===== config.mk =====
export PLATFORM = sky130hd
export DESIGN_NAME = spi_flash_xip
export DESIGN_NICKNAME = d
export VERILOG_FILES = /design/src/rtl/spi_flash_pkg.sv /design/src/rtl/spi_flash_bit_timer.sv /design/src/rtl/spi_flash_xip.sv
export SDC_FILE = /design/constraint.sdc
export NUM_CORES = 1
export LEC_CHECK = 0
export BUFFER_PORTS_ARGS = -buffer_cell sky130_fd_sc_hd__buf_2
export CAP_MARGIN = 40
export CORE_MARGIN = 3
export CORE_UTILIZATION = 45
export DETAILED_ROUTE_END_ITERATION = 8
export GPL_ROUTABILITY_DRIVEN = 0
export PLACE_DENSITY = 0.68
export SLEW_MARGIN = 20
export SYNTH_ARGS = -nofsm -noshare
export SYNTH_HDL_FRONTEND = slang
export SYNTH_SLANG_ARGS = --single-unit

===== constraint.sdc =====
create_clock -name wb_clk_i -period 3.6 [get_ports wb_clk_i]
set_clock_uncertainty 0.15 [all_clocks]
set_input_delay 0.36 -clock wb_clk_i [delete_from_list [all_inputs] [get_ports wb_clk_i]]
set_output_delay 0.36 -clock wb_clk_i [all_outputs]
set_load 0.05 [all_outputs]

===== src/rtl/spi_flash_pkg.sv =====
// Shared types and constants for the SPI flash execute-in-place read port.
package spi_flash_pkg;

    typedef enum logic [1:0] {
        IDLE = 2'd0,
        XFER = 2'd1,
        RESP = 2'd2,
        GAP  = 2'd3
    } state_e;

    localparam logic [7:0] CMD_READ   = 8'h03;
    localparam int         FRAME_BITS = 64;
    localparam int         HDR_BITS   = 32;

    // The flash returns the lowest-addressed byte first; the bus word is little-endian.
    function automatic logic [31:0] bswap32(input logic [31:0] w);
        return {w[7:0], w[15:8], w[23:16], w[31:24]};
    endfunction

endpackage


===== src/rtl/spi_flash_bit_timer.sv =====
// Generates the mode-0 SPI clock for one 64-bit frame, with edge strobes that
// line up with the system clock edges that move sck_o.
module spi_flash_bit_timer
    import spi_flash_pkg::*;
#(
    parameter int CLK_DIV = 2
) (
    input  logic clk,
    input  logic rst,
    input  logic start_i,
    input  logic abort_i,
    output logic sck_o,
    output logic rise_o,
    output logic fall_o,
    output logic last_bit_o
);

    localparam logic [7:0] DIV_LAST = 8'(CLK_DIV - 1);
    localparam logic [5:0] LAST_BIT = 6'(FRAME_BITS - 1);

    logic       active_q, active_d;
    logic       sck_q, sck_d;
    logic [7:0] div_q, div_d;
    logic [5:0] bit_q, bit_d;
    logic       div_end_s;

    // Strobes are high during the cycle whose closing edge moves sck.
    always_comb begin
        div_end_s  = (div_q == DIV_LAST);
        rise_o     = active_q & ~sck_q & div_end_s;
        fall_o     = active_q & sck_q & div_end_s;
        last_bit_o = (bit_q == LAST_BIT);
    end

    // Divider and bit counting; abort wins over a coincident start.
    always_comb begin
        active_d = active_q;
        sck_d    = sck_q;
        div_d    = div_q;
        bit_d    = bit_q;
        if (abort_i) begin
            active_d = 1'b0;
            sck_d    = 1'b0;
            div_d    = 8'd0;
            bit_d    = 6'd0;
        end else if (start_i) begin
            active_d = 1'b1;
            sck_d    = 1'b0;
            div_d    = 8'd0;
            bit_d    = 6'd0;
        end else if (active_q) begin
            if (div_end_s) begin
                div_d = 8'd0;
                sck_d = ~sck_q;
                if (sck_q) begin
                    if (last_bit_o) begin
                        active_d = 1'b0;
                    end else begin
                        bit_d = bit_q + 6'd1;
                    end
                end else begin
                    bit_d = bit_q;
                end
            end else begin
                div_d = div_q + 8'd1;
            end
        end else begin
            div_d = 8'd0;
        end
    end

    // Timer state register.
    always_ff @(posedge clk) begin
        if (rst) begin
            active_q <= 1'b0;
            sck_q    <= 1'b0;
            div_q    <= 8'd0;
            bit_q    <= 6'd0;
        end else begin
            active_q <= active_d;
            sck_q    <= sck_d;
            div_q    <= div_d;
            bit_q    <= bit_d;
        end
    end

    assign sck_o = sck_q;

endmodule


===== src/rtl/spi_flash_xip.sv =====
// Wishbone read-only slave: each read becomes one SPI READ (0x03) of a 32-bit
// word from serial NOR flash; writes are terminated with an error.
module spi_flash_xip
    import spi_flash_pkg::*;
#(
    parameter int CLK_DIV   = 2,
    parameter int ADDR_BITS = 24
) (
    input  logic        wb_clk_i,
    input  logic        wb_rst_i,
    input  logic [31:0] wb_adr_i,
    input  logic [31:0] wb_dat_i,
    input  logic [3:0]  wb_sel_i,
    input  logic        wb_we_i,
    input  logic        wb_cyc_i,
    input  logic        wb_stb_i,
    output logic [31:0] wb_dat_o,
    output logic        wb_ack_o,
    output logic        wb_err_o,
    output logic        sck_o,
    output logic        ss_o,
    output logic        mosi_o,
    input  logic        miso_i
);

    localparam logic [8:0] GAP_LOAD = 9'(2 * CLK_DIV - 2);

    state_e              state_q, state_d;
    logic                ack_q, ack_d;
    logic                err_q, err_d;
    logic                ss_q, ss_d;
    logic [31:0]         dat_q, dat_d;
    logic [HDR_BITS-1:0] tx_q, tx_d;
    logic [31:0]         rx_q, rx_d;
    logic [8:0]          gap_q, gap_d;

    logic                 start_s, abort_s, rise_s, fall_s, last_bit_s, req_s;
    logic [ADDR_BITS-1:0] flash_adr_s;
    logic [HDR_BITS-1:0]  hdr_s;
    logic                 unused_s;

    assign unused_s    = ^{wb_dat_i, wb_sel_i, wb_adr_i[31:ADDR_BITS], wb_adr_i[1:0]};
    assign flash_adr_s = {wb_adr_i[ADDR_BITS-1:2], 2'b00};
    assign hdr_s       = {CMD_READ, 8'h00 ^ flash_adr_s[23:16], flash_adr_s[15:0]};
    // err_q guard keeps a held strobe from being errored twice.
    assign req_s       = wb_cyc_i & wb_stb_i & ~err_q;

    spi_flash_bit_timer #(
        .CLK_DIV (CLK_DIV)
    ) u_timer (
        .clk        (wb_clk_i),
        .rst        (wb_rst_i),
        .start_i    (start_s),
        .abort_i    (abort_s),
        .sck_o      (sck_o),
        .rise_o     (rise_s),
        .fall_o     (fall_s),
        .last_bit_o (last_bit_s)
    );

    // Transfer FSM: next state, shift registers and bus terminations.
    always_comb begin
        state_d = state_q;
        ack_d   = 1'b0;
        err_d   = 1'b0;
        ss_d    = ss_q;
        dat_d   = dat_q;
        tx_d    = tx_q;
        rx_d    = rx_q;
        gap_d   = gap_q;
        start_s = 1'b0;
        abort_s = 1'b0;
        case (state_q)
            IDLE: begin
                if (req_s) begin
                    if (wb_we_i) begin
                        err_d = 1'b1;
                    end else begin
                        start_s = 1'b1;
                        ss_d    = 1'b0;
                        tx_d    = hdr_s;
                        state_d = XFER;
                    end
                end else begin
                    ss_d = 1'b1;
                end
            end
            XFER: begin
                if (!wb_cyc_i) begin
                    abort_s = 1'b1;
                    ss_d    = 1'b1;
                    tx_d    = '0;
                    gap_d   = GAP_LOAD;
                    state_d = GAP;
                end else if (rise_s) begin
                    // Only the last 32 sampled bits survive: the data phase.
                    rx_d = {rx_q[30:0], miso_i};
                end else if (fall_s) begin
                    if (last_bit_s) begin
                        ss_d    = 1'b1;
                        ack_d   = 1'b1;
                        dat_d   = bswap32(rx_q);
                        state_d = RESP;
                    end else begin
                        tx_d = {tx_q[HDR_BITS-2:0], 1'b0};
                    end
                end else begin
                    tx_d = tx_q;
                end
            end
            RESP: begin
                gap_d   = GAP_LOAD;
                state_d = GAP;
            end
            GAP: begin
                if (gap_q == 9'd0) begin
                    state_d = IDLE;
                end else begin
                    gap_d = gap_q - 9'd1;
                end
            end
            default: begin
                ss_d    = 1'b1;
                state_d = IDLE;
            end
        endcase
    end

    // State and output registers.
    always_ff @(posedge wb_clk_i) begin
        if (wb_rst_i) begin
            state_q <= IDLE;
            ack_q   <= 1'b0;
            err_q   <= 1'b0;
            ss_q    <= 1'b1;
            dat_q   <= 32'd0;
            tx_q    <= '0;
            rx_q    <= 32'd0;
            gap_q   <= 9'd0;
        end else begin
            state_q <= state_d;
            ack_q   <= ack_d;
            err_q   <= err_d;
            ss_q    <= ss_d;
            dat_q   <= dat_d;
            tx_q    <= tx_d;
            rx_q    <= rx_d;
            gap_q   <= gap_d;
        end
    end

    assign wb_dat_o = dat_q;
    assign wb_ack_o = ack_q;
    assign wb_err_o = err_q;
    assign ss_o     = ss_q;
    assign mosi_o   = tx_q[HDR_BITS-1];

endmodule


# Word-level counts from Yosys, hierarchy flattened
# Index checks and enable logic that the tools add are counted.
# Widths: inputs -> output; s select.
# word_totals
regBits,126
output_inout_bits,37
wordCells,100
inputBits,74
# op_classes
n_eq_ne,15
n_addsub,3
bitwise,16
n_reduce_logical,17
muxes,37
# ops
cell,n
$mux 32,6
$pmux 32 s2,1
$pmux 9 s3,1
$mux 1,18
$mux 9,2
$ne 3x3->1 const B,5
$mux 2,7
$reduce_and 6->1,2
$ne 2x2->1 const B,5
$not 1->1,10
$reduce_and 5->1,2
$reduce_or 5->1,2
$logic_not 9->1,1
$sub 9x1->9 const B,1
$add 8x1->8 const B,1
$eq 8x1->1 const B,1
$pmux 2 s4,1
$add 6x1->6 const B,1
$and 1x1->1,6
$eq 6x6->1 const B,1
$reduce_and 3->1,2
$reduce_or 3->1,2
$eq 2x2->1 const B,2
$reduce_and 4->1,1
other kinds (7),7

# Logic depth before layout (Yosys ltp)
# Gate-level depths: netlist of run 1.
# logic_depth
depth_word,6
depth_mapped,9
mapped_depth_nobuf,7

# Hierarchy
# A second synthesis of run 1 with hierarchy kept.
# hier_totals
hier_cells,628
hier_area_um2,5132.4
# modules_own_cells
module,seq_area_each_um2,instances,cells_per_inst,area_each_um2
spi_flash_xip,2162.1,1,547,4386.7
spi_flash_bit_timer,320.3,1,81,745.7

# Worst setup path before layout of run 1
# OpenSTA, ideal clock, no wires.
# synth_timing
path_type,register to register
from,register u_timer.sck_q (netlist: u_timer.sck_o)
to,register dat_q[10] (netlist: wb_dat_o[10])
arrival_time_ns,2.040
setup_slack_ns,1.278
synth_period_minus_slack_ns,2.322
setup_ns,0.132
required_ns,3.318
n_path_buf,2
path_stages_with_launch,8
path_cell_list,dfxtp_1 > inv_1 > or3_1 > or3_1 > buf_2 > buf_6 > nand2_1 > a21oi_1
# synth_between
elab_chain_len,5
word_cells_on_any_way,7
cone_classes,6 x bitwise; 1 x reduce/logical
# synth_lines
item,line_no,rtl
"start, declared",spi_flash_bit_timer.sv:22,"logic sck_q, sck_d;"
"start signal, assigned",spi_flash_bit_timer.sv:81,sck_q <= sck_d;
$not 1->1,spi_flash_bit_timer.sv:30,rise_o = active_q & ~sck_q & div_end_s;
$and 1x1->1 (2 in series),spi_flash_bit_timer.sv:30,
$not 1->1 (no source line),n/a,
$reduce_and 5->1 (no source line) *,n/a,
"end signal, assigned",spi_flash_xip.sv:145,dat_q <= dat_d;
"end, declared",spi_flash_xip.sv:32,"logic [31:0] dat_q, dat_d;"
# Mark *: on every way between the ends. The rest lies on a longest branch, timed or not.
# A chain may end at the register's enable or synchronous reset.

# Final worst setup path of run 1
# layout_timing
from,register u_timer.div_q[0]
to,register state_q[0]
# layout_between
elab_chain_len,4
word_cells_on_any_way,6
cone_classes,3 x eq/ne; 2 x bitwise; 1 x reduce/logical
# layout_lines
item,line_no,rtl
"start, declared",spi_flash_bit_timer.sv:23,"logic [7:0] div_q, div_d;"
"start signal, assigned",spi_flash_bit_timer.sv:82,div_q <= div_d;
$eq 8x1->1 *,spi_flash_bit_timer.sv:29,div_end_s = (div_q == DIV_LAST);
$and 1x1->1 (on tied branches),"spi_flash_bit_timer.sv:31, spi_flash_bit_timer.sv:30",
$ne 3x3->1 (no source line),n/a,
$reduce_and 6->1 (no source line) *,n/a,
"end signal, assigned",spi_flash_xip.sv:141,state_q <= state_d;
"end, declared",spi_flash_xip.sv:28,"state_e state_q, state_d;"
# Marks and branches as above.

==> impl_metrics.csv, run 1 <==
group,metric,value,unit
route,via_per_inst,5.37,
synthesis,ys_seq_elements,124,
power_and_ir_drop,internal_power,3.17,mW
route,via_count_of_the_routed_design,4416,
worst_setup_path,end_of_the_worst_register_to_register_path,"state_q[0]",
grt,grt_start_max_net_pins,67,
clock_tree,clkSlewWorstSetupHoldPaths,0.06,ns
finish,layout-drive-gt1-share,17.0,%
power_and_ir_drop,p_per_cell_area,722,nW/µm²
synthesis,synthDistinctLibCells,51,
power_and_ir_drop,total_switching_power,1.31,mW
grt,first_global_vias,4278,
worst_hold_path,min-delay-start,"wb_adr_i[15]",
sta,grt_setup_unrepaired,"no",
die,row_count,38,
sta,layout_worst_path_cycle_share,73.4,%
synthesis,synth_nets,703,
synthesis,synthesis.instances,621,
worst_setup_path,worst_ep_arrival_time,2.81,ns
sta,max_frequency,378,MHz
clock_tree,postCtsResizedCells,0,
place,dpl.hpwl,7.15,mm
die,fp.dieH,113,µm
power_and_ir_drop,comb_power_share,22.8,%
grt,number_of_antenna_violations_at_the_first_check_in_global_routing,0,
worst_hold_path,timing.hold.worst_path_depth,3,
status,run_status,"completed",
sta,layout_min_cycle_time,2.64,ns
grt,grt_pass1_wl,18.9,mm
clock_tree,clock_buffer_depth,2,
sta,timing_worst_slew_pin_value,0.744,ns
sta,finalSetupTns,0,ns
die,fp.coreArea,11000,µm²
finish,final_nets,752,
clock_tree,cts.root.buffer_cell,"sky130_fd_sc_hd__clkbuf_16",
synthesis,post_synth_instance_area,5190,µm²
job,timing.max_cap.violations,0,
power_and_ir_drop,peakVddDrop,0.000443,V
clock_tree,clock-sinks,124,
route,drt_pre_antenna_iters,4,
worst_setup_path,critical_path.endpoint_type,"register",
route,drt-total-wl,10.9,mm
power_and_ir_drop,seq_power_share,36.7,%
worst_setup_path,register_to_register_path_depth,6,
synthesis,synth_flop_cell,"sky130_fd_sc_hd__dfxtp_1",
synthesis,yosys-top-cells-area,"sky130_fd_sc_hd__dfxtp_1, sky130_fd_sc_hd__nand2_1, sky130_fd_sc_hd__a21oi_1",
place,numPortBuffers,64,
clock_tree,cts-buffers-inserted,17,
die,initial_core_util,47.0,%
worst_hold_path,whs_endpoint,"tx_q[15]",
worst_setup_path,worst-setup-path-type,"reg -> reg",
power_and_ir_drop,switching_share,29.3,%
clock_tree,cts.repair_timing.setup_buffer_count,0,
die,ioPinCount,111,
synthesis,ys.warnings.count,0,
grt,grtUsageTotal,17.9,%
power_and_ir_drop,power.total,4.48,mW
power_and_ir_drop,share_clk_of_total_power,40.4,%
worst_setup_path,cp_data_required_time,3.76,ns
sta,worst_slew_margin_rel,50.3,%
worst_hold_path,hold_class,"in -> reg",
place,pre_cts_slack,0.909,ns
sta,timing.final.ws_setup,0.957,ns
route,dr.first_iter.drc_count,311,
worst_setup_path,regToRegSetupSlack,0.96,ns
clock_tree,cts_max_level,4,
clock_tree,holdBufCountCts,0,
synthesis,synth_area_per_cell,8.36,µm²
sta,timing.final.hold_violations,0,
synthesis,synthDominantCellAreaShare,47.8,%
sta,maxSlewViolCount,0,
power_and_ir_drop,p_leak,2.27,nW
worst_setup_path,timing.critical_path.from_type,"register",
worst_setup_path,r2r_start,"u_timer.div_q[0]",
synthesis,synth_seq_area_share,47.8,%
finish,insertedDiodeCount,0,
finish,layout-area-overhead-vs-synth,19.7,%
die,die_area,12900,µm²
clock_tree,clk_latency,0.41,ns
grt,grt_overflow_total,0,
synthesis,ys_async_sr_fraction,0,%
synthesis,number_of_synthesized_flops_with_an_enable_pin,0,
route,route.detailed.wl_per_inst,13.3,µm
clock_tree,cts_tree,"built",
die,chipWidth,113,µm
worst_setup_path,peak_fanout_along_the_critical_path,35,
route,post-route-drc-count,0,
synthesis,synth_top_cell_by_area,"sky130_fd_sc_hd__dfxtp_1",
route,route.antenna.remaining_nets,0,
sta,setup_violations,0,
==> critical path, stage by stage (launching register included) <==
cell,delay [ns]
sky130_fd_sc_hd__dfxtp_1,0.39
sky130_fd_sc_hd__ha_1,0.22
sky130_fd_sc_hd__nor3b_2,0.39
sky130_fd_sc_hd__nand4_4,0.48
sky130_fd_sc_hd__and2_1,0.41
sky130_fd_sc_hd__and3_1,0.22
sky130_fd_sc_hd__a221oi_2,0.30
==> power by group through the flow <==
| stage | clock network [mW] | registers (mW) | logic [mW] |
|---|---|---|---|
| CTS | 1.85 | 1.64 | 1.03 |
| global route | 1.91 | 1.67 | 1.15 |
| finish | 1.81 | 1.65 | 1.02 |
| detailed placement | 0 | 1.67 | 1.02 |
| floorplan | 0 | 1.66 | 0.828 |
| global placement | 0 | 1.66 | 0.982 |
==> worst max-delay path by stage <==
stage                      from            to  cells after the start
2_1_floorplan     u_timer.sck_o  wb_dat_o[10]                      7
3_3_place_gp           wb_cyc_i      tx_q[21]                      7
3_5_place_dp           wb_cyc_i       tx_q[9]                      7
4_1_cts        u_timer.div_q[0]    state_q[0]                      6
5_1_grt        u_timer.div_q[0]      tx_q[18]                      7
6_report       u_timer.div_q[0]    state_q[0]                      6
==> state kept, by name, summed over array words and instances, names as in the netlist <==
register and count:
u_timer.div_q 8, tx_q 30, wb_ack_o 1, gap_q 9, state_q 2, u_timer.active_q 1
wb_dat_o 32, ss_o 1, u_timer.sck_o 1, wb_err_o 1, u_timer.bit_q 6, rx_q 32
==> cell usage after synthesis (all sizes together) (2+ instances only) <==
cell type / instances
nor4: 2
a31oi: 2
o21bai: 2
ha: 8
nand2: 146
nand3: 27
nand3b: 3
dfxtp: 124
or3: 3
nor3: 9
nor2: 31
and3: 3
a21oi: 94
nor3b: 4
inv: 7
o21ai: 10
clkbuf: 24
buf: 17
xnor2: 12
mux2i: 2
nor4b: 3
nand4: 11
nor2b: 2
or2: 2
o21a: 2
xor2: 7
o2111ai: 2
nand2b: 25
and2: 2
a41oi: 2
a311oi: 22
==> stage by stage <==
step / cell area, µm² / util [%] / cells / hold WS [ns]
after floorplan: 5190 / - / 621 / 0.282
after global placement: 5560 / 50.4 / 790 / 0.286
after detailed placement: 5580 / 50.5 / 791 / 0.294
after CTS: 6210 / 56.3 / 823 / 0.0591
after global routing: 6210 / 56.3 / 823 / 0.0693
final: 6210 / 56.3 / 823 / 0.0745
==> final cells by class <==
| cell class | count | area [µm²] |
|---|---|---|
| clock buffers | 21 | 470 |
| clock inverters | 11 | 165 |
| fillers | 1019 | 4820 |
| inverters | 7 | 26.3 |
| multi-input cells | 449 | 2500 |
| flip-flops and latches | 124 | 2480 |
| well taps | 140 | 175 |
| repair buffers | 71 | 393 |
==> kinds of logic after synthesis <==
logic type	count (synthesis)	synth area share, %
AOI/OAI and AO/OA	143	16.5
xor gates and xnor gates	19	3.21
adders and majority gates	8	1.93
buffers and inverters	48	4.24
DFF	124	47.8
muxes	2	0.386
and+or+nand+nor	277	25.9
==> layer usage <==
layer  vias up  share of wire [%]  global-route usage, %
met1      2049                 46                   20.9
met4         0                2.3                   7.45
li1       2240                  -                      -
met5         -                  0                      0
met3        22                4.5                   5.15
met2       105                 47                   30.7
==> cells in the final DEF, fill, tap and decap left out, drive strengths merged, types with 2 or more instances in the layout <==
cell type,n
and2,2
a21oi,94
buf,71
mux2i,2
or3,3
bufinv,4
inv,7
o2111ai,2
nand2b,25
o21ai,10
nor2b,2
ha,8
nor3,9
nor2,31
a41oi,2
nand3,27
or2,2
dfxtp,124
clkbuf,21
o21a,2
xor2,7
nor4,2
nor4b,3
clkinv,6
nand4,11
and3,3
xnor2,12
a31oi,2
nor3b,4
a311oi,22
nand2,146
o21bai,2
nand3b,3
(Power assumes the default switching activity.)
==> run 2, diff against run 1 <==
==> constraint.sdc (replaced) <==
create_clock -name wb_clk_i -period 2.65 [get_ports wb_clk_i]
set_clock_uncertainty 0.15 [all_clocks]
set_input_delay 0.265 -clock wb_clk_i [delete_from_list [all_inputs] [get_ports wb_clk_i]]
set_output_delay 0.265 -clock wb_clk_i [all_outputs]
set_load 0.05 [all_outputs]
==> run 2 against run 1 <==
Compared with the run above: utilization grew 1.8 points; combinational power is 42% higher; total power is 34% higher; wire length up 3.0%; critical path type unchanged.
==> impl_metrics.csv, run 2 (synthesized netlist as in run 1, its figures left out) <==
group,metric,value,unit
status,run_status,"completed",
worst_setup_path,cp_cell_sequence,"inv_1 -> ha_1 -> and3b_1 -> nand4_4 -> buf_6 -> nand3_2 -> nor2_2 -> buf_4 -> a311oi_1",
place,placement.cell_area,5590,µm²
place,numPortBuffers,64,
clock_tree,clock_buffer_depth,2,
worst_setup_path,worst_path_max_delay_cell,"sky130_fd_sc_hd__dfxtp_1",
route,dr.first_iter.drc_count,210,
worst_setup_path,crit_buf_inv,3,
sta,timing_worst_slew_pin_value,0.671,ns
die,ioPinCount,111,
power_and_ir_drop,p_leak,2.35,nW
worst_setup_path,r2r_start,"state_q[1]",
worst_setup_path,worst_ep_arrival_time,2.44,ns
job,timing.max_cap.violations,0,
sta,grt_setup_unrepaired,"no",
finish,final_nets,777,
sta,max_frequency,428,MHz
sta,layout_min_cycle_time,2.34,ns
worst_setup_path,regToRegSetupSlack,0.31,ns
grt,grt_pass1_wl,19.1,mm
die,fp.coreArea,11000,µm²
finish,post-route-cell-area,6410,µm²
route,route.detailed.wl_per_inst,13.3,µm
clock_tree,clock-sinks,124,
clock_tree,cts-buffers-inserted,17,
worst_hold_path,min-delay-start,"wb_adr_i[21]",
power_and_ir_drop,power.total,6.02,mW
die,fp.dieH,113,µm
route,via_per_inst,5.32,
clock_tree,clk_latency,0.41,ns
grt,first_global_vias,4233,
route,route.antenna.remaining_nets,0,
worst_setup_path,cp_data_required_time,2.75,ns
worst_setup_path,crit_path_max_incr_delay,0.38,ns
clock_tree,clkSlewWorstSetupHoldPaths,0.05,ns
die,chipWidth,113,µm
worst_hold_path,hold_class,"in -> reg",
clock_tree,cts.root.buffer_cell,"sky130_fd_sc_hd__clkbuf_16",
worst_setup_path,timing.critical_path.from_type,"register",
worst_hold_path,timing.hold.worst_path_depth,3,
finish,sequential_cell_area,2480,µm²
worst_setup_path,critPathTopFamily,"simple AND/OR/NAND/NOR gates",
sta,finalSetupTns,0,ns
route,drt_pre_antenna_iters,5,
clock_tree,cts.repair_timing.setup_buffer_count,0,
sta,setup_violations,0,
place,dpl.hpwl,7.09,mm
worst_setup_path,peak_fanout_along_the_critical_path,34,
clock_tree,cts_max_level,4,
die,row_count,38,
die,initial_core_util,47.0,%
grt,grt_overflow_total,0,
sta,whs,0.0157,ns
finish,n_fill_cell,988,
worst_setup_path,worst-setup-path-type,"reg -> reg",
route,drt-total-wl,11.2,mm
power_and_ir_drop,p_per_cell_area,940,nW/µm²
power_and_ir_drop,peakVddDrop,0.000782,V
grt,grt_start_max_net_pins,67,
sta,timing.final.hold_violations,0,
route,via_count_of_the_routed_design,4495,
finish,multi_input_area,2500,µm²
clock_tree,cts_tree,"built",
grt,grtUsageTotal,18.0,%
die,die_area,12900,µm²
grt,number_of_antenna_violations_at_the_first_check_in_global_routing,0,
sta,worst_slew_margin_rel,55.2,%
sta,maxSlewViolCount,0,
worst_setup_path,worstSetupStartpoint,"state_q[1]",
finish,final_common_cell,"sky130_fd_sc_hd__nand2_1",
worst_setup_path,end_of_the_worst_register_to_register_path,"tx_q[6]",
finish,insertedDiodeCount,0,
worst_setup_path,register_to_register_path_depth,9,
worst_setup_path,critical_path.endpoint_type,"register",
sta,layout_worst_path_cycle_share,88.2,%
finish,layout-drive-gt1-share,16.5,%
worst_hold_path,whs_endpoint,"tx_q[21]",
finish,layout_common_cells,"sky130_fd_sc_hd__nand2_1, sky130_fd_sc_hd__dfxtp_1, sky130_fd_sc_hd__a21oi_1",
route,post-route-drc-count,0,
finish,layout-area-overhead-vs-synth,23.5,%
==> run 2: worst max path at each step <==
stage / end / slack (ns) / depth (start not counted)
3_5_place_dp: tx_q[5] / 0.24 / 9
3_3_place_gp: tx_q[20] / 0.21 / 7
2_1_floorplan: wb_dat_o[10] / 0.33 / 7
6_report: tx_q[6] / 0.31 / 9
4_1_cts: tx_q[6] / 0.20 / 9
5_1_grt: tx_q[17] / 0.1 / 9
==> run 2: repair_timing <==
action	4_1_cts	5_1_grt
endpoints found under the hold margin	21	0
gates resized for setup	0	1
endpoints found under the setup margin	0	1
hold buffers	21	0
==> run 2: routing by layer <==
layer	global-route usage, %	up-vias	part of all wire, %
met2	29.8	103	49
met5	0	-	0
met4	7.21	0	0.90
li1	-	2295	-
met1	22.2	2086	45
met3	4.99	11	4.7
==> run 2: worst reg2reg max path, cell delays in order, from the launching register on <==
cell	delay (ns)
sky130_fd_sc_hd__dfxtp_1	0.38
sky130_fd_sc_hd__inv_1	0.10
sky130_fd_sc_hd__ha_1	0.24
sky130_fd_sc_hd__and3b_1	0.21
sky130_fd_sc_hd__nand4_4	0.10
sky130_fd_sc_hd__buf_6	0.25
sky130_fd_sc_hd__nand3_2	0.21
sky130_fd_sc_hd__nor2_2	0.13
sky130_fd_sc_hd__buf_4	0.27
sky130_fd_sc_hd__a311oi_1	0.15
==> run 2: area by class of cell <==
class	instances	share of cell area [%]
clock inverter	6	1.74
tap	140	2.73
multi-input combinational	449	39.0
clock buffer	23	7.62
inverter	7	0.410
timing repair buffer	96	9.75
sequential	124	38.8
==> run 2: report_power, final <==
| part | internal (mW) | leakage, nW | switching (mW) |
|---|---|---|---|
| registers | 2.10 | 1.00 | 0.135 |
| logic | 0.599 | 1.05 | 0.849 |
| clock network | 1.56 | 0.291 | 0.777 |
| total | 4.26 | 2.35 | 1.76 |
==> run 2: metrics by stage <==
| stage | instances | util, % | worst slack (ns) |
|---|---|---|---|
| 2_1_floorplan | 621 | - | 0.328 |
| 3_3_place_gp | 794 | 50.6 | 0.207 |
| 3_5_place_dp | 795 | 50.7 | 0.243 |
| 4_1_cts | 845 | 58.0 | 0.203 |
| 5_1_grt | 845 | 58.1 | 0.0990 |
| 6_report | 845 | 58.1 | 0.313 |
